### config.mk
export PLATFORM = sky130hd
export DESIGN_NAME = alu_seq_ctrl_flat
export DESIGN_NICKNAME = d
export VERILOG_FILES = /design/src/rtl/alu_seq_ctrl_if.sv /design/src/rtl/alu_seq_ctrl.sv /design/src/flat_wrapper.sv
export SDC_FILE = /design/constraint.sdc
export NUM_CORES = 1
export LEC_CHECK = 0
export CORE_MARGIN = 2
export CORE_UTILIZATION = 40
export CTS_CLUSTER_SIZE = 25
export DETAILED_ROUTE_END_ITERATION = 12
export PLACE_DENSITY = 0.78
export SYNTH_ARGS = -nofsm -noshare
export SYNTH_HDL_FRONTEND = slang
export SYNTH_SLANG_ARGS = --single-unit
### constraint.sdc
create_clock -name clk -period 1.6 [get_ports clk]
set_input_delay 0.16 -clock clk [delete_from_list [all_inputs] [get_ports clk]]
set_output_delay 0.16 -clock clk [all_outputs]
set_load 0.01 [all_outputs]
### src/rtl/alu_seq_ctrl_if.sv
// Bundle of instruction, register-file, ALU and completion signals for alu_seq_ctrl.
// The retired_cnt signal exists only when ALU_SEQ_PERF_EN is defined.
interface alu_seq_ctrl_if #(
    parameter int DATA_W = 32,
    parameter int CNT_W  = 16
);
    logic              instr_valid;
    logic              instr_ready;
    logic [31:0]       instr;
    logic [4:0]        rf_rs_addr;
    logic [4:0]        rf_rt_addr;
    logic [5:0]        alu_funct;
    logic [4:0]        alu_shamt;
    logic [DATA_W-1:0] alu_result;
    logic              alu_zero;
    logic              alu_carry;
    logic              rf_we;
    logic [4:0]        rf_waddr;
    logic [DATA_W-1:0] rf_wdata;
    logic              res_valid;
    logic              res_ready;
    logic [DATA_W-1:0] res_data;
    logic              res_zero;
    logic              res_carry;
    logic              res_err;
    logic              busy;
`ifdef ALU_SEQ_PERF_EN
    logic [CNT_W-1:0]  retired_cnt;
`endif

    // Controller side
    modport slave (
        input  instr_valid, instr, alu_result, alu_zero, alu_carry, res_ready,
        output instr_ready, rf_rs_addr, rf_rt_addr, alu_funct, alu_shamt,
               rf_we, rf_waddr, rf_wdata, res_valid, res_data, res_zero,
               res_carry, res_err, busy
`ifdef ALU_SEQ_PERF_EN
        , output retired_cnt
`endif
    );

    // Instruction producer / ALU / consumer side
    modport master (
        output instr_valid, instr, alu_result, alu_zero, alu_carry, res_ready,
        input  instr_ready, rf_rs_addr, rf_rt_addr, alu_funct, alu_shamt,
               rf_we, rf_waddr, rf_wdata, res_valid, res_data, res_zero,
               res_carry, res_err, busy
`ifdef ALU_SEQ_PERF_EN
        , input retired_cnt
`endif
    );
endinterface

### src/rtl/alu_seq_ctrl.sv
// Five-state sequencer for one R-type instruction at a time: read, execute, write back, respond.
// Optional retired-instruction counter enabled by defining ALU_SEQ_PERF_EN.
module alu_seq_ctrl #(
    parameter int DATA_W = 32,
    parameter int CNT_W  = 16
) (
    input  logic        clk,
    input  logic        rst_n,
    alu_seq_ctrl_if.slave bus
);
    typedef enum logic [2:0] {IDLE, READ, EXEC, WB, RESP} state_e;

    state_e            state_q, state_d;
    logic [31:0]       instr_q, instr_d;
    logic [DATA_W-1:0] res_data_q, res_data_d;
    logic              res_zero_q, res_zero_d;
    logic              res_carry_q, res_carry_d;
    logic              res_err_q, res_err_d;
    logic              op_ok;
    logic [4:0]        rd;

    if (DATA_W < 1 || CNT_W < 1) begin : g_bad_param
        $error("alu_seq_ctrl: DATA_W and CNT_W must be positive");
    end

    assign op_ok = (instr_q[31:26] == 6'd0);
    assign rd    = instr_q[15:11];

    always_ff @(posedge clk or negedge rst_n) begin
        if (!rst_n) begin
            state_q     <= IDLE;
            instr_q     <= '0;
            res_data_q  <= '0;
            res_zero_q  <= 1'b0;
            res_carry_q <= 1'b0;
            res_err_q   <= 1'b0;
        end else begin
            state_q     <= state_d;
            instr_q     <= instr_d;
            res_data_q  <= res_data_d;
            res_zero_q  <= res_zero_d;
            res_carry_q <= res_carry_d;
            res_err_q   <= res_err_d;
        end
    end

    always_comb begin
        state_d     = state_q;
        instr_d     = instr_q;
        res_data_d  = res_data_q;
        res_zero_d  = res_zero_q;
        res_carry_d = res_carry_q;
        res_err_d   = res_err_q;
        unique case (state_q)
            IDLE: begin
                if (bus.instr_valid) begin
                    instr_d = bus.instr;
                    state_d = READ;
                end
            end
            READ: state_d = EXEC;
            EXEC: begin
                // Rejected opcodes still walk the full sequence with a zeroed record
                if (op_ok) begin
                    res_data_d  = bus.alu_result;
                    res_zero_d  = bus.alu_zero;
                    res_carry_d = bus.alu_carry;
                    res_err_d   = 1'b0;
                end else begin
                    res_data_d  = '0;
                    res_zero_d  = 1'b0;
                    res_carry_d = 1'b0;
                    res_err_d   = 1'b1;
                end
                state_d = WB;
            end
            WB:   state_d = RESP;
            RESP: if (bus.res_ready) state_d = IDLE;
            default: state_d = IDLE;
        endcase
    end

    assign bus.instr_ready = (state_q == IDLE);
    assign bus.busy        = (state_q != IDLE);
    assign bus.rf_rs_addr  = instr_q[25:21];
    assign bus.rf_rt_addr  = instr_q[20:16];
    assign bus.alu_shamt   = instr_q[10:6];
    assign bus.alu_funct   = instr_q[5:0];
    // Decoded from state so an asynchronous reset drops the pulse immediately
    assign bus.rf_we       = (state_q == WB) && op_ok && (rd != 5'd0);
    assign bus.rf_waddr    = rd;
    assign bus.rf_wdata    = res_data_q;
    assign bus.res_valid   = (state_q == RESP);
    assign bus.res_data    = res_data_q;
    assign bus.res_zero    = res_zero_q;
    assign bus.res_carry   = res_carry_q;
    assign bus.res_err     = res_err_q;

`ifdef ALU_SEQ_PERF_EN
    logic [CNT_W-1:0] cnt_q, cnt_d;

    always_ff @(posedge clk or negedge rst_n) begin
        if (!rst_n) cnt_q <= '0;
        else        cnt_q <= cnt_d;
    end

    always_comb begin
        cnt_d = cnt_q;
        if (state_q == RESP && bus.res_ready && !res_err_q) cnt_d = cnt_q + CNT_W'(1);
    end

    assign bus.retired_cnt = cnt_q;
`endif
endmodule

### src/flat_wrapper.sv
// flat-port wrapper written by rule: the top's interface ports become plain ports
module alu_seq_ctrl_flat 
#(
    parameter int DATA_W = 32,
    parameter int CNT_W  = 16
)
  (clk, rst_n, bus_instr_valid, bus_instr, bus_alu_result, bus_alu_zero, bus_alu_carry, bus_res_ready, bus_instr_ready, bus_rf_rs_addr, bus_rf_rt_addr, bus_alu_funct, bus_alu_shamt, bus_rf_we, bus_rf_waddr, bus_rf_wdata, bus_res_valid, bus_res_data, bus_res_zero, bus_res_carry, bus_res_err, bus_busy);
  alu_seq_ctrl_if #(.DATA_W(DATA_W), .CNT_W(CNT_W)) bus_i ();
  input  logic clk;
  input  logic rst_n;
  input wire logic [$bits(bus_i.instr_valid)-1:0] bus_instr_valid;
  input wire logic [$bits(bus_i.instr)-1:0] bus_instr;
  input wire logic [$bits(bus_i.alu_result)-1:0] bus_alu_result;
  input wire logic [$bits(bus_i.alu_zero)-1:0] bus_alu_zero;
  input wire logic [$bits(bus_i.alu_carry)-1:0] bus_alu_carry;
  input wire logic [$bits(bus_i.res_ready)-1:0] bus_res_ready;
  output wire logic [$bits(bus_i.instr_ready)-1:0] bus_instr_ready;
  output wire logic [$bits(bus_i.rf_rs_addr)-1:0] bus_rf_rs_addr;
  output wire logic [$bits(bus_i.rf_rt_addr)-1:0] bus_rf_rt_addr;
  output wire logic [$bits(bus_i.alu_funct)-1:0] bus_alu_funct;
  output wire logic [$bits(bus_i.alu_shamt)-1:0] bus_alu_shamt;
  output wire logic [$bits(bus_i.rf_we)-1:0] bus_rf_we;
  output wire logic [$bits(bus_i.rf_waddr)-1:0] bus_rf_waddr;
  output wire logic [$bits(bus_i.rf_wdata)-1:0] bus_rf_wdata;
  output wire logic [$bits(bus_i.res_valid)-1:0] bus_res_valid;
  output wire logic [$bits(bus_i.res_data)-1:0] bus_res_data;
  output wire logic [$bits(bus_i.res_zero)-1:0] bus_res_zero;
  output wire logic [$bits(bus_i.res_carry)-1:0] bus_res_carry;
  output wire logic [$bits(bus_i.res_err)-1:0] bus_res_err;
  output wire logic [$bits(bus_i.busy)-1:0] bus_busy;
  assign bus_i.instr_valid = bus_instr_valid;
  assign bus_i.instr = bus_instr;
  assign bus_i.alu_result = bus_alu_result;
  assign bus_i.alu_zero = bus_alu_zero;
  assign bus_i.alu_carry = bus_alu_carry;
  assign bus_i.res_ready = bus_res_ready;
  assign bus_instr_ready = bus_i.instr_ready;
  assign bus_rf_rs_addr = bus_i.rf_rs_addr;
  assign bus_rf_rt_addr = bus_i.rf_rt_addr;
  assign bus_alu_funct = bus_i.alu_funct;
  assign bus_alu_shamt = bus_i.alu_shamt;
  assign bus_rf_we = bus_i.rf_we;
  assign bus_rf_waddr = bus_i.rf_waddr;
  assign bus_rf_wdata = bus_i.rf_wdata;
  assign bus_res_valid = bus_i.res_valid;
  assign bus_res_data = bus_i.res_data;
  assign bus_res_zero = bus_i.res_zero;
  assign bus_res_carry = bus_i.res_carry;
  assign bus_res_err = bus_i.res_err;
  assign bus_busy = bus_i.busy;
  alu_seq_ctrl #(.DATA_W(DATA_W), .CNT_W(CNT_W)) u_core (.clk(clk), .rst_n(rst_n), .bus(bus_i));
endmodule
Yosys cells after proc, flatten, opt, wreduce, memory -nomap -nowiden
Cells that the tools add are included.
Operators by class
  $mul: 0
  $add $sub $neg: 0
  order comparisons: 0
  divide/modulo/power cells: 0
  shift-type cells: 0
  equality and inequality tests: 6
  bitwise operators: 0
  mux-type cells: 7
  reduce and logical (&&, ||, !) cells: 8
Operators with widths (number)
  32-bit two-way mux: 1
  3-bit case mux with 5 select lines: 1
  3-bit by 2-bit equality test with 1-bit output, second input constant: 2
  6-bit logical NOT: 1
  3-bit two-way mux: 2
  5-bit nonzero test: 1
  2-bit != test, second input constant: 2
  2-bit AND reduction: 2
  3-bit by 1-bit equality test with 1-bit output, second input constant: 1
  3-bit equality test, second input constant: 1
  3-bit logical NOT: 1
  1-bit two-way mux: 3
  3-bit nonzero test: 1
  1-bit logical AND: 2
Word-level totals
  bits of input ports: 70
  latch bits: 0
  RAM bits: 0
  register bits: 70
  output and inout bits: 97
  memories kept: 0
  bits in read-only memories: 0

Longest topological paths before layout
Gate-level depths: netlist of the first run.
  depth after elaboration: 3
  gate-level depth with buffers: 6
  gate-level depth less buffers: 3

Worst setup path before layout of the first run
OpenSTA, ideal clock, no wires.
  path type: register to register
  start point: register u_core.state_q[0]
  end point: register u_core.instr_q[10]
  period minus slack after synthesis: 1.638 ns
  required time: 1.475 ns
  path slack: -0.038 ns
  path buffers: 3
  arrival: 1.513 ns
  cell stages (with the launch flop): 7
  library setup time: 0.125 ns
  cell sequence: dfrtp_1 -> buf_6 -> nor3_2 -> and2_4 -> buf_12 -> buf_12 -> mux2_4
On the way
  word-level cells in the longest chain between the ends: 2
Ends and longest elaborated chain
  from (decl): line alu_seq_ctrl.sv:13  | state_e state_q, state_d;
  from (signal assigned): line alu_seq_ctrl.sv:38  | state_q <= state_d;
  3-bit logical NOT
  net bus_instr_ready: line flat_wrapper.sv:17  | output wire logic [$bits(bus_i.instr_ready)-1:0] bus_instr_ready;
  2-bit AND reduction (no line)
  to (signal assigned): line alu_seq_ctrl.sv:39  | instr_q <= instr_d;
  to (decl): line alu_seq_ctrl.sv:14  | logic [31:0] instr_q, instr_d;
The timed path passes the listed nets, and every way through them passes these cells.
A chain may end at the register's enable or synchronous reset.

Worst setup path in the final report of the first run
  start point: register u_core.instr_q[11]
  end point: output port bus_rf_we
On the way
  word-level cells in the longest chain between the ends: 2
Ends and longest elaborated chain
  5-bit nonzero test: line alu_seq_ctrl.sv:90  | assign bus.rf_we = (state_q == WB) && op_ok && (rd != 5'd0);
  1-bit logical AND: line alu_seq_ctrl.sv:90
  to (decl): line flat_wrapper.sv:22  | output wire logic [$bits(bus_i.rf_we)-1:0] bus_rf_we;
No other way between the ends.

==> summary.md, run 1 <==
| Metric | Value |
|---|---|
| Total of warnings raised by yosys | 0 |
| Cell breakdown of the critical path | or4_1 -> nor2_1 -> nor3_1 -> buf_2 |
| Antenna-violating nets left | 0 |
| Crit start category | flip-flop |
| Count of antenna diodes in the layout | 0 |
| Post-layout instance area | 5070 µm² |
| Lkg Pwr | approximately 2.1 nW |
| Pre-antenna DRT Iters | 5 |
| Failing checks | setup timing |
| Net count of the mapped netlist | 368 |
| Die span in y | between 90 and 100 µm |
| Post-synthesis sequential area ratio | a little over half |
| Nature of the critical path endpoint | output pin |
| Worst slack, placed | -181 ps |
| Area of the mapped netlist | between 3000 and 4000 µm² |
| Headroom to the max-slew limit | 68.4% |
| Share of cells above drive strength 1 | between 10% and 20% |
| Yosys reg bits | 70 |
| Slack of the critical path | -82.9 ps |
| Detailed Route Iter0 Violations | 54 |
| Number of port buffers | 166 |
| Worst VDD drop | around 1000 µV |
| Measured slew at the worst slew-check pin | roughly 470 ps |
| Num rows | 33 |
| Xor and xnor fraction of the mapped netlist area | 0.261% |
| Clk_lat worst skew | 330 ps |
| Slowest cell on crit path | sky130_fd_sc_hd__or4_1 |
| Combinational family with the most area after synthesis | buffers and inverters |
| Share of the clock period used by the worst path after layout | 105% |
| TritonCTS buffer count | 9 |
| Global-route track usage on met3 | approximately 5.5% |
| Drt via density | between 4 and 5 |
| Global-route wire length before repair | 11.6 mm |
| Initial core utilization | approximately two fifths |
| Remaining DRCs | 0 |
| Total Routing Usage GR | 16.5% |
| Layer carrying the most global-route usage | met2 |
| Chip Width | 95.6 µm |
| Final count of negative-setup-slack endpoints | 1 |
| Max incr delay on CP | 520 ps |
| Final weighted congestion of routability-driven global placement | 0.742 |
| Fmax | roughly 590 MHz |
| Count of mapped cells out of synthesis | around 300 |
| Pwr per Cell Area | around 1700 nW/µm² |
| Detailed Place HPWL | 5.54 mm |
| Global-route track usage on met2 | between 20 and 30% |
| Top-level port count | 167 |
| Arrival @ worst endpoint | about 1500 ps |
| Clock tree from TritonCTS | built |
| Area overhead of the layout relative to synthesis | 51.1% |
| Area contributors post-synth | sky130_fd_sc_hd__dfrtp_1, sky130_fd_sc_hd__mux2_4, sky130_fd_sc_hd__buf_4 |
| Cell type with the largest total area after synthesis | sky130_fd_sc_hd__dfrtp_1 |
| Final nets | 493 |
| Clk sink count | 70 |
| Compound-cell area share of the yosys netlist | 5.25% |
| Number of global-route vias before repair | 2344 |
| Routed len/inst | between 10 and 15 µm |
| Clock root buffer | sky130_fd_sc_hd__clkbuf_8 |
| Maximum capacitance violations | 0 |
| Setup Skew | 7.57 ps |
| Number of H-tree levels | 3 |
| Post-synthesis share of cell area spent on and, or, nand and nor gates | 11.1% |
| Worst Setup Path Type | flip-flop to output pin |
| Overall die area | around 9100 µm² |
| Largest net degree at the start of global routing | 37 |
| Clock edge transition at the registers on the reported setup and hold paths | around 70 ps |
| CP Data Required Time | 1440 ps |
| Mean area per synthesized cell | 11.3 µm² |
| Core area | 8180 µm² |
| Vias after detailed routing | between 2000 and 2500 |
| Overflow after GRT | 0 |
| Count of different cell masters after synthesis | 25 |
| Cell Area, Placed | 4750 µm² |
| Setup repair after global routing missed its margin | true |
| Total power of the final layout | between 0.008 and 0.009 W |
| Antenna violations before repair | 0 |
| Hold crit path type | input pin to asynchronous set/reset pin |
| Mux contribution to synthesized area | 14.1% |
| Final-report max-slew violation count | 0 |
| Proportion of netlist area held by the largest area contributor | 52.2% |
| Post-synthesis adder-cell area fraction | 0% |
| Bufs on Longest Clock Path | 2 |
| Clock period minus final worst setup slack | 1680 ps |
| Biggest fanout along the worst timing path | 2 |
| Met1 track demand over resource | 20.8% |
| Hold violation count in the final report | 0 |
| Run status | complete, but fails checks |
| Final WL | 7.63 mm |
-- cell type report --
cell class	instances	area, µm²
clock buffer	11	151
clock inverter	5	105
fill	666	3100
inverter	1	3.75
multi-input combinational	154	1050
sequential	70	1750
tap	105	131
timing repair buffer	187	1880
-- cells in the mapped netlist (all sizes together) --
cell    count
nor3b       2
inv         1
buf        69
nand3b      1
mux2       32
nor4        1
nand2      70
o21ai      34
nor3        3
or4         1
clkbuf      4
nand2b      1
or3b        1
nor2        5
and2        1
a31oi       1
dfrtp      70
xnor2       1
-- cells by family after synthesis --
| family | count (synthesis) |
|---|---|
| multiplexers | 32 |
| flip-flops | 70 |
| AND/OR/NAND/NOR | 86 |
| buffers and inverters | 74 |
| XOR/XNOR | 1 |
| AO/OA/AOI/OAI | 35 |
-- where the power goes --
part	leakage [nW]	internal, W	switching, W	total, W
Clock	0.122	0.00112	0.000656	0.00178
Combinational	1.11	0.00244	0.00155	0.00399
Sequential	0.895	0.00235	0.000376	0.00272
Total	2.13	0.00591	0.00258	0.00849
-- stage by stage --
stage	hold WS (ps)	utilization (%)	instances	setup TNS, ps
global route	336	62.1	533	-361
detailed placement	148	58.1	512	-181
global placement	143	58.1	512	-144
CTS	330	61.8	532	-113
floorplan	-136	-	298	0
finish	328	62.1	533	-82.9
-- layer usage --
metal	vias up	part of all wire (%)	routed length [µm]
met1	1153	41	3090
li1	1162	-	-
met4	0	0.76	58
met5	-	0	0
met2	110	50	3850
met3	6	8.2	629
-- state kept, by name, summed over array words and instances, names as in the netlist --
| signal | cells |
|---|---|
| u_core.state_q | 3 |
| u_core.instr_q | 32 |
| u_core.bus.res_err | 1 |
| u_core.bus.res_carry | 1 |
| u_core.bus.res_data | 32 |
| u_core.bus.res_zero | 1 |
-- critical path: cells and delay by family (launching register included) --
family | cells | cell delay (ps)
buffers and inverters | 1 | 140
flip-flops | 1 | 380
AND/OR/NAND/NOR | 3 | 670
-- layout by cell type, fill, tap and decap left out --
cell type / count
sky130_fd_sc_hd__mux2_2: 2
sky130_fd_sc_hd__clkbuf_8: 11
sky130_fd_sc_hd__clkbuf_2: 2
sky130_fd_sc_hd__nor4_2: 1
sky130_fd_sc_hd__and2_4: 1
sky130_fd_sc_hd__nand3b_1: 1
sky130_fd_sc_hd__clkinvlp_4: 2
sky130_fd_sc_hd__buf_12: 4
sky130_fd_sc_hd__dlygate4sd3_1: 1
sky130_fd_sc_hd__nor3_4: 1
sky130_fd_sc_hd__nand2b_1: 1
sky130_fd_sc_hd__mux2_4: 30
sky130_fd_sc_hd__or3b_4: 1
sky130_fd_sc_hd__clkdlybuf4s15_2: 1
sky130_fd_sc_hd__nor3_1: 2
sky130_fd_sc_hd__o21ai_1: 30
sky130_fd_sc_hd__clkbuf_16: 1
sky130_fd_sc_hd__clkdlybuf4s50_1: 161
sky130_fd_sc_hd__buf_2: 1
sky130_fd_sc_hd__dfrtp_2: 2
sky130_fd_sc_hd__or4_1: 1
sky130_fd_sc_hd__dfrtp_1: 68
sky130_fd_sc_hd__buf_4: 15
sky130_fd_sc_hd__nor3b_2: 1
sky130_fd_sc_hd__a31oi_1: 1
sky130_fd_sc_hd__xnor2_1: 1
sky130_fd_sc_hd__nor3b_4: 1
sky130_fd_sc_hd__inv_1: 1
sky130_fd_sc_hd__nor2_1: 5
sky130_fd_sc_hd__nand2_1: 70
sky130_fd_sc_hd__bufinv_16: 3
sky130_fd_sc_hd__buf_6: 1
sky130_fd_sc_hd__o21ai_0: 4
-- worst paths after layout --
check                               startpoint                       to  slack [ps]  cells past startpoint
max                         u_core.instr_q[11]                bus_rf_we         -80                      4
max in group asynchronous                rst_n        u_core.state_q[0]         700                      3
min reg2reg                u_core.bus.res_zero      u_core.bus.res_zero         510                      2
min                                      rst_n  u_core.bus.res_data[25]         330                      2
max reg2reg                  u_core.state_q[2]        u_core.instr_q[9]          30                      5
min in group clk            bus_alu_result[19]  u_core.bus.res_data[19]         350                      3
-- repair_timing --
item,CTS,global route
buffers inserted,4,0
hold endpoints to repair,34,0
setup endpoints to repair,4,4
pin swaps,1,1
hold buffers,1,0
cloned,0,1
resized for setup,14,6
No activity file was read; power rests on OpenSTA's default activity.
==> inputs of run 2 (changes only) <==
- ABC_AREA: default -> 1
==> summary.md, run 2 <==
| Metric | Value |
|---|---|
| Run status | complete, no violations |
| Final nets | 560 |
| Int Power | approximately 0.0056 W |
| Largest net degree at the start of global routing | 37 |
| Final weighted congestion of routability-driven global placement | between 0.7 and 0.8 |
| Worst Setup Path Type | flip-flop to output pin |
| Measured slew at the worst slew-check pin | 448 ps |
| Nature of the critical path endpoint | output pin |
| Utilization after layout | 59.7% |
| Overflow after GRT | 0 |
| Routed len/inst | around 13 µm |
| Bufs on Longest Clock Path | 2 |
| Cell depth of the worst flop-to-flop path | 8 |
| Fmax | 652 MHz |
| Capture instance of the worst register-to-register path | u_core.instr_q[30] |
| Pre-antenna DRT Iters | 5 |
| Final count of negative-setup-slack endpoints | 0 |
| Antenna violations before repair | 0 |
| Clock root buffer | sky130_fd_sc_hd__clkbuf_8 |
| Arrival @ worst endpoint | 1370 ps |
| Remaining DRCs | 0 |
| Net count of the mapped netlist | about 450 |
| Hold violation count in the final report | 0 |
| Clk_lat worst skew | 330 ps |
| Drt via density | approximately 4.7 |
| Cell Area, Placed | 4650 µm² |
| Proportion of netlist area held by the largest area contributor | 53.4% |
| Most common library cells after synthesis | sky130_fd_sc_hd__nand2_1, sky130_fd_sc_hd__dfrtp_1, sky130_fd_sc_hd__nand3_1 |
| Clock edge transition at the registers on the reported setup and hold paths | 80 ps |
| Core area | between 8000 and 9000 µm² |
| Cell type with the largest total area after synthesis | sky130_fd_sc_hd__dfrtp_1 |
| Asr flop ratio synth | 100% |
| Clock tree from TritonCTS | built |
| Vias after detailed routing | 2808 |
| Overall die area | 8940 µm² |
| Pwr per Cell Area | 1820 nW/µm² |
| Area of the mapped netlist | 3280 µm² |
| Mean area per synthesized cell | approximately 8.7 µm² |
| Count of mapped cells out of synthesis | approximately 380 |
| Area overhead of the layout relative to synthesis | 47.2% |
| Clock network power share | 14.3% |
| Count of different cell masters after synthesis | 19 |
| Hold crit path type | input pin to flip-flop |
| TritonCTS buffer count | 9 |
| Number of port buffers | 166 |
| Maximum capacitance violations | 0 |
| Total Routing Usage GR | 17.9% |
| Global-route wire length before repair | ~13 mm |
| Most frequent cell after synthesis | sky130_fd_sc_hd__nand2_1 |
| Area contributors post-synth | sky130_fd_sc_hd__dfrtp_1, sky130_fd_sc_hd__nand2_1, sky130_fd_sc_hd__buf_4 |
| Yosys reg bits | 70 |
| Post-layout instance area | 4830 µm² |
| Total power of the final layout | 0.00881 W |
| Final-report max-slew violation count | 0 |
| Biggest fanout along the worst timing path | 4 |
| Setup repair after global routing missed its margin | true |
| Sequential share of power | between 30% and 40% |
| Initial core utilization | 40.5% |
| Count of antenna diodes in the layout | 0 |
| Share of the clock period used by the worst path after layout | around 96% |
| Chip Width | 94.5 µm |
| Commonest cells after routing, fill and taps aside | sky130_fd_sc_hd__clkdlybuf4s50_1, sky130_fd_sc_hd__nand2_1, sky130_fd_sc_hd__dfrtp_1 |
| Final-layout setup total negative slack | 0 ps |
| EDFF count, synth | 0 |
| Antenna-violating nets left | 0 |
| Num rows | 33 |
| Worst Hold Endpoint | u_core.instr_q[9] |
| Ys flop type | sky130_fd_sc_hd__dfrtp_1 |
| Hold path startpoint | bus_instr[9] |
| CP Data Required Time | 1440 ps |
| Share of total power consumed by net switching | 36.9% |
| Worst hold path cell count | 3 |
| Sw Pwr | around 0.0032 W |
| Setup Skew | 9.43 ps |
| Top-level port count | 167 |
| Final WL | 8.08 mm |
| Die span in y | 94.5 µm |
| Clock period minus final worst setup slack | 1530 ps |
| Buffer count from post-CTS setup fixing | 0 |
| Detailed Place HPWL | 5.94 mm |
| Source of the worst register-to-register timing path | u_core.state_q[0] |
| Lkg Pwr | 2.34 nW |
| Worst VDD drop | 962 µV |
| Detailed Route Iter0 Violations | between 100 and 150 |
| Leading cell type in the layout, fill and taps excluded | sky130_fd_sc_hd__clkdlybuf4s50_1 |
| Crit start category | flip-flop |
| Headroom to the max-slew limit | 70.1% |
| Share of cells above drive strength 1 | under 10% |
| Total of warnings raised by yosys | 0 |
| Worst reg-to-reg setup slack | 90 ps |
| Number of global-route vias before repair | roughly 2700 |
| Number of H-tree levels | 3 |
| Share of power burned in combinational logic | 51.0% |
| Clk sink count | 70 |
| Post-synthesis sequential area ratio | 53.4% |
[run 2: layout make-up]
type	count	area, µm²
tap	105	131
fill	743	3260
timing repair buffer	180	1790
sequential	70	1750
clock inverter	3	20.0
clock buffer	12	155
multi-input combinational	222	955
inverter	7	26.3
[run 2: worst max-delay path by stage]
stage                             from                  to
floorplan            u_core.state_q[2]  u_core.instr_q[12]
global placement    u_core.instr_q[27]           bus_rf_we
detailed placement  u_core.instr_q[27]           bus_rf_we
CTS                  u_core.state_q[2]            bus_busy
global route         u_core.state_q[0]  u_core.instr_q[30]
finish               u_core.state_q[0]     bus_instr_ready
[run 2: power groups by stage]
stage	registers, W	clock network (W)	logic (W)
after floorplan	0.00314	0	0.00262
after global placement	0.00303	0	0.00448
after detailed placement	0.00308	0	0.00457
after CTS	0.00306	0.00129	0.00456
after global routing	0.00317	0.00137	0.00490
final	0.00305	0.00126	0.00449
[run 2: cells by family (layout without fill, tap and decap cells)]
group,Yosys count,after routing,synth area share [%]
buffers and inverters,84,202,17.6
and+or+nand+nor,219,219,28.5
AOI/OAI and AO/OA,3,3,0.572
DFF,70,70,53.4
[run 2: what timing repair did]
action	CTS	global route
pin swaps	2	1
hold buffers	1	0
setup endpoints to repair	4	4
resized for setup	8	3
hold endpoints to repair	70	0
[run 2: per-layer routing]
metal	routed length, µm	global-route usage [%]	part of all wire [%]	vias to the layer above
li1	-	-	-	1353
met1	3190	21.5	40	1340
met2	4180	31.3	52	107
met3	645	4.79	8.0	8
met4	68	5.92	0.84	0
met5	0	0	0	-
[run 2: metrics by stage]
stage               hold WS [ps]  cells  setup WS, ps
floorplan                   -136    376           395
detailed placement           235    583          5.79
global placement             226    583          21.4
global route                 368    599         -20.0
finish                       378    599          66.7
CTS                          359    599          6.89
[run 2: worst max-delay path: stages, from the launching register on]
cell                            delay [ps]
sky130_fd_sc_hd__dfrtp_1               430
sky130_fd_sc_hd__nor2_2                180
sky130_fd_sc_hd__inv_2                  60
sky130_fd_sc_hd__nor2_4                100
sky130_fd_sc_hd__dlygate4sd2_1         280
==> inputs of run 3 (changes only) <==
- TNS_END_PERCENT: default -> 20
==> summary.md, run 3 (synthesized netlist as in run 2, its figures left out) <==
| Metric | Value |
|---|---|
| Run status | complete, no violations |
| Worst VDD drop | 962 µV |
| TritonCTS buffer count | 9 |
| Post-Layout Cell Count | 599 |
| Clock edge transition at the registers on the reported setup and hold paths | ~80 ps |
| Post-layout instance area | 4830 µm² |
| Remaining DRCs | 0 |
| Cell breakdown of the critical path | nor2_2 -> inv_2 -> nor2_4 -> dlygate4sd2_1 |
| Cell count after placement | 583 |
| Share of cells above drive strength 1 | 7.49% |
| Clock root buffer | sky130_fd_sc_hd__clkbuf_8 |
| Max incr delay on CP | 430 ps |
| Setup Skew | 9.43 ps |
| Commonest cells after routing, fill and taps aside | sky130_fd_sc_hd__clkdlybuf4s50_1, sky130_fd_sc_hd__nand2_1, sky130_fd_sc_hd__dfrtp_1 |
| Initial core utilization | about two fifths |
| Share of power burned in combinational logic | 51.0% |
| Global-route wire length before repair | 12.6 mm |
| Pre-antenna DRT Iters | 5 |
| Final count of negative-setup-slack endpoints | 0 |
| Nature of the critical path endpoint | output pin |
| Slowest cell on crit path | sky130_fd_sc_hd__dfrtp_1 |
| Area overhead of the layout relative to synthesis | 47.4% |
| Antenna violations before repair | 0 |
| Bufs on Longest Clock Path | 2 |
| Total Routing Usage GR | approximately 18% |
| Final-report max-slew violation count | 0 |
| CP Data Required Time | ~1400 ps |
| Detailed Place HPWL | 5.94 mm |
| Arrival @ worst endpoint | 1360 ps |
| Biggest fanout along the worst timing path | 4 |
| Vias after detailed routing | about 2800 |
| Headroom to the max-slew limit | 70.1% |
| Worst Setup Path Type | flip-flop to output pin |
| Top-level port count | 167 |
| Clock network power share | about 14% |
| Sw Pwr | 0.00325 W |
| Core area | 8090 µm² |
| Leading cell type in the layout, fill and taps excluded | sky130_fd_sc_hd__clkdlybuf4s50_1 |
| Overflow after GRT | 0 |
| Clk_lat worst skew | 330 ps |
| Measured slew at the worst slew-check pin | 449 ps |
| Utilization after layout | 59.7% |
| Share of total power consumed by net switching | a little under two fifths |
| Final nets | 560 |
| Cell Area, Placed | 4650 µm² |
| Die span in y | 94.5 µm |
| Sequential share of power | between 30 and 40% |
| Int Power | 0.00557 W |
| Largest net degree at the start of global routing | 37 |
| Chip Width | 94.5 µm |
| Clock tree from TritonCTS | built |
| Number of port buffers | 166 |
| Detailed Route Iter0 Violations | 114 |
| Number of global-route vias before repair | 2690 |
| Final WL | slightly above 8 mm |
| Clock period minus final worst setup slack | 1520 ps |
| Overall die area | about 8900 µm² |
| Count of antenna diodes in the layout | 0 |
| Number of H-tree levels | 3 |
| Clk sink count | 70 |
| Num rows | 33 |
| Crit start category | flip-flop |
| Share of the clock period used by the worst path after layout | 94.8% |
| Setup repair after global routing missed its margin | false |
| Final weighted congestion of routability-driven global placement | 0.764 |
| Pwr per Cell Area | 1820 nW/µm² |
| Routed len/inst | approximately 14 µm |
| Hold violation count in the final report | 0 |
| Fmax | 660 MHz |
| Antenna-violating nets left | 0 |
| Lkg Pwr | 2.34 nW |
| Drt via density | 4.69 |
| Maximum capacitance violations | 0 |
| Hold crit path type | input pin to flip-flop |
==> run 3: layout make-up <==
class / count / area [µm²]
inverter: 7 / 26.3
tap: 105 / 131
clock buffer: 12 / 155
timing repair buffer: 180 / 1790
sequential: 70 / 1750
fill: 742 / 3260
clock inverter: 3 / 20.0
multi-input combinational: 222 / 955
==> run 3: worst max-delay path, delay by kind of cell (launching register included) <==
kind	cells	cell delay, ps
buffers and inverters	2	340
and+or+nand+nor	2	260
DFF	1	430
==> run 3: final timing paths <==
path | start | cells past startpoint | endpoint | slack, ps
min | bus_instr[9] | 3 | u_core.instr_q[9] | 380
max in group asynchronous | rst_n | 3 | u_core.state_q[1] | 860
min in group asynchronous | rst_n | 3 | u_core.bus.res_data[22] | 410
max | u_core.state_q[0] | 4 | bus_instr_ready | 80
min reg2reg | u_core.instr_q[19] | 2 | u_core.instr_q[19] | 470
max reg2reg | u_core.state_q[0] | 8 | u_core.instr_q[30] | 110
==> run 3: power groups by stage <==
stage / clock [W] / combinational, W / sequential, W
4_1_cts: 0.00129 / 0.00456 / 0.00306
3_3_place_gp: 0 / 0.00448 / 0.00303
3_5_place_dp: 0 / 0.00457 / 0.00308
6_report: 0.00126 / 0.00450 / 0.00305
2_1_floorplan: 0 / 0.00262 / 0.00314
5_1_grt: 0.00137 / 0.00491 / 0.00317
==> run 3: timing repair <==
item	4_1_cts	5_1_grt
endpoints found under the hold margin	70	0
pin swaps	1	1
setup buffers	0	0
hold buffers	1	0
setup endpoints to repair	4	15
resized for setup	8	2
==> run 3: routing by layer <==
metal / GRT usage, % / share of wire (%) / vias up
li1: - / - / 1353
met1: 21.5 / 40 / 1336
met2: 31.3 / 51 / 111
met3: 4.79 / 8.1 / 8
met4: 5.92 / 0.84 / 0
met5: 0 / 0 / -
==> run 3: stage by stage <==
stage / setup TNS [ps] / power [W] / hold slack (ps) / worst slack, ps
after detailed placement: 0 / 0.00764 / 235 / 5.79
after floorplan: 0 / 0.00576 / -136 / 395
after global routing: 0 / 0.00945 / 368 / 0.912
after global placement: 0 / 0.00752 / 226 / 21.4
final: 0 / 0.00882 / 378 / 83.8
after CTS: -14.4 / 0.00891 / 359 / -14.4
==> patch (flow settings as in run 3) <==
Re-encode `state_e` (5 states) as one-hot, 5 bits wide.
--- a/src/rtl/alu_seq_ctrl.sv
+++ b/src/rtl/alu_seq_ctrl.sv
@@ -9,5 +9,5 @@
     alu_seq_ctrl_if.slave bus
 );
-    typedef enum logic [2:0] {IDLE, READ, EXEC, WB, RESP} state_e;
+    typedef enum logic [4:0] {IDLE = 5'b00001, READ = 5'b00010, EXEC = 5'b00100, WB = 5'b01000, RESP = 5'b10000} state_e;
 
     state_e            state_q, state_d;
Function: same outputs for any inputs over 10 cycles, from zero or initial values and one cycle with rst_n low; not proved beyond that.
==> patch against run 3 <==
Sequential power is 5% higher; design area is 0.98% higher; highest routed layer unchanged; routed wire length is 4.4% lower; area after synthesis is 1.6% higher; critical path depth is 2 higher; critical path type unchanged; global-route usage is 0.59 points lower; power is 4.3% higher; setup slack worse by 0.025 ns; sequential cell count is 2 higher.
==> patch: results (changes against run 3) <==
Worst Path Max Fanout=2 (-2); All-Layer GR Usage=17.35% (-0.59 points); via/cell ratio=4.495 (-4.1%); placed insts=594 (+1.9%); R2R Path Start=u_core.state_q[0]; P_int=5.977 mW (+7.4%); Fillers=707 (-4.7%); top cells by area, synth=dfrtp_1 (53%), nand2_1 (19%), buf_4 (13%); largest net degree at the start of global routing=41 (+11%); # nets final=571 (+2.0%); count of cell types in the netlist=21 (+2); Setup Skew=0.007153 ns (-0.002277 ns); HPWL Detailed=5.895 mm (-0.76%); Fmax=649.0 MHz (-1.6%); grt met1 use=19.57% (-2.0 points); Crit path max-delay family=simple AND/OR/NAND/NOR gates; CP arrival=1.38 ns (+0.02 ns); R2R setup slack=0.12 ns; grt met2 use=30.11% (-1.2 points); vias in the first global route=2605 (-3.2%); number of DRC markers in iteration 0=80 (-30%); ratio of cells with drive above 1 in the final layout=8.549% (+1.1 points); DP Area=4721 um^2 (+1.5%); Layout Cells excl Fill=608 (+1.5%); Crit path largest cell delay=0.39 ns (-0.04 ns); VDD IR-drop max=0.9977 mV (+3.7%); critical register-to-register path endpoint=u_core.bus.res_err; Commonest cells post-synth=nand2_1 (165), dfrtp_1 (71), buf_4 (59); global routing usage on met3=5.217% (+0.43 points); Slew headroom=68.71% (-1.4 points); status=finished, final reports clean; syn_nets=453 (+1.6%); worst hold slack=0.3128 ns (-0.06517 ns); syn avg cell area=8.703 um^2 (-0.22%); GP Congestion=0.7692 (+0.65%)
## patch: kinds of logic (layout without fill, tap and decap cells)
| group | count (synthesis) | count (layout) | synth area share, % |
|---|---|---|---|
| simple gates | 188 | 188 | 22.71 |
| buf+inv | 87 | 207 | 17.72 |
| flops | 72 | 72 | 54.09 |
| compound gates | 36 | 36 | 5.481 |
## patch: what timing repair did
action	in CTS	in global routing
cloned	0	0
setup endpoints to repair	4	29
hold endpoints to repair	32	0
resized for setup	10	9
hold buffers	1	0
pin swaps	1	1
## patch: final cells by class
class	count	area, um^2	area share, %
clock inverters	1	5.005	0.1025
well taps	105	131.4	2.692
inverters	14	52.55	1.077
clock buffers	12	155.1	3.179
multi-input cells	224	949.7	19.46
flip-flops and latches	72	1803	36.94
repair buffers	180	1784	36.55
## patch: power groups by stage
stage / logic, mW / clock network (mW) / registers (mW)
3_3_place_gp: 4.70 / 0 / 3.19
5_1_grt: 5.19 / 1.35 / 3.34
2_1_floorplan: 2.60 / 0 / 3.35
3_5_place_dp: 4.82 / 0 / 3.24
4_1_cts: 4.81 / 1.26 / 3.22
6_report: 4.76 / 1.22 / 3.21
## patch: metal layers
metal / wire length, um / part of all wire [%] / vias to the layer above
met2: 3952 / 51 / 103
met5: 0 / 0 / -
met3: 620 / 8.0 / 11
met4: 133 / 1.7 / 0
li1: - / - / 1351
met1: 3026 / 39 / 1268
## patch: worst max-delay path by stage
stage / from / to / cells after the start
global placement: u_core.state_q[1] / bus_rf_we / 6
finish: u_core.state_q[1] / bus_rf_we / 6
detailed placement: u_core.state_q[1] / bus_rf_we / 6
floorplan: u_core.state_q[0] / u_core.instr_q[22] / 6
global route: u_core.state_q[0] / u_core.bus.res_err / 9
CTS: u_core.state_q[0] / bus_instr_ready / 5
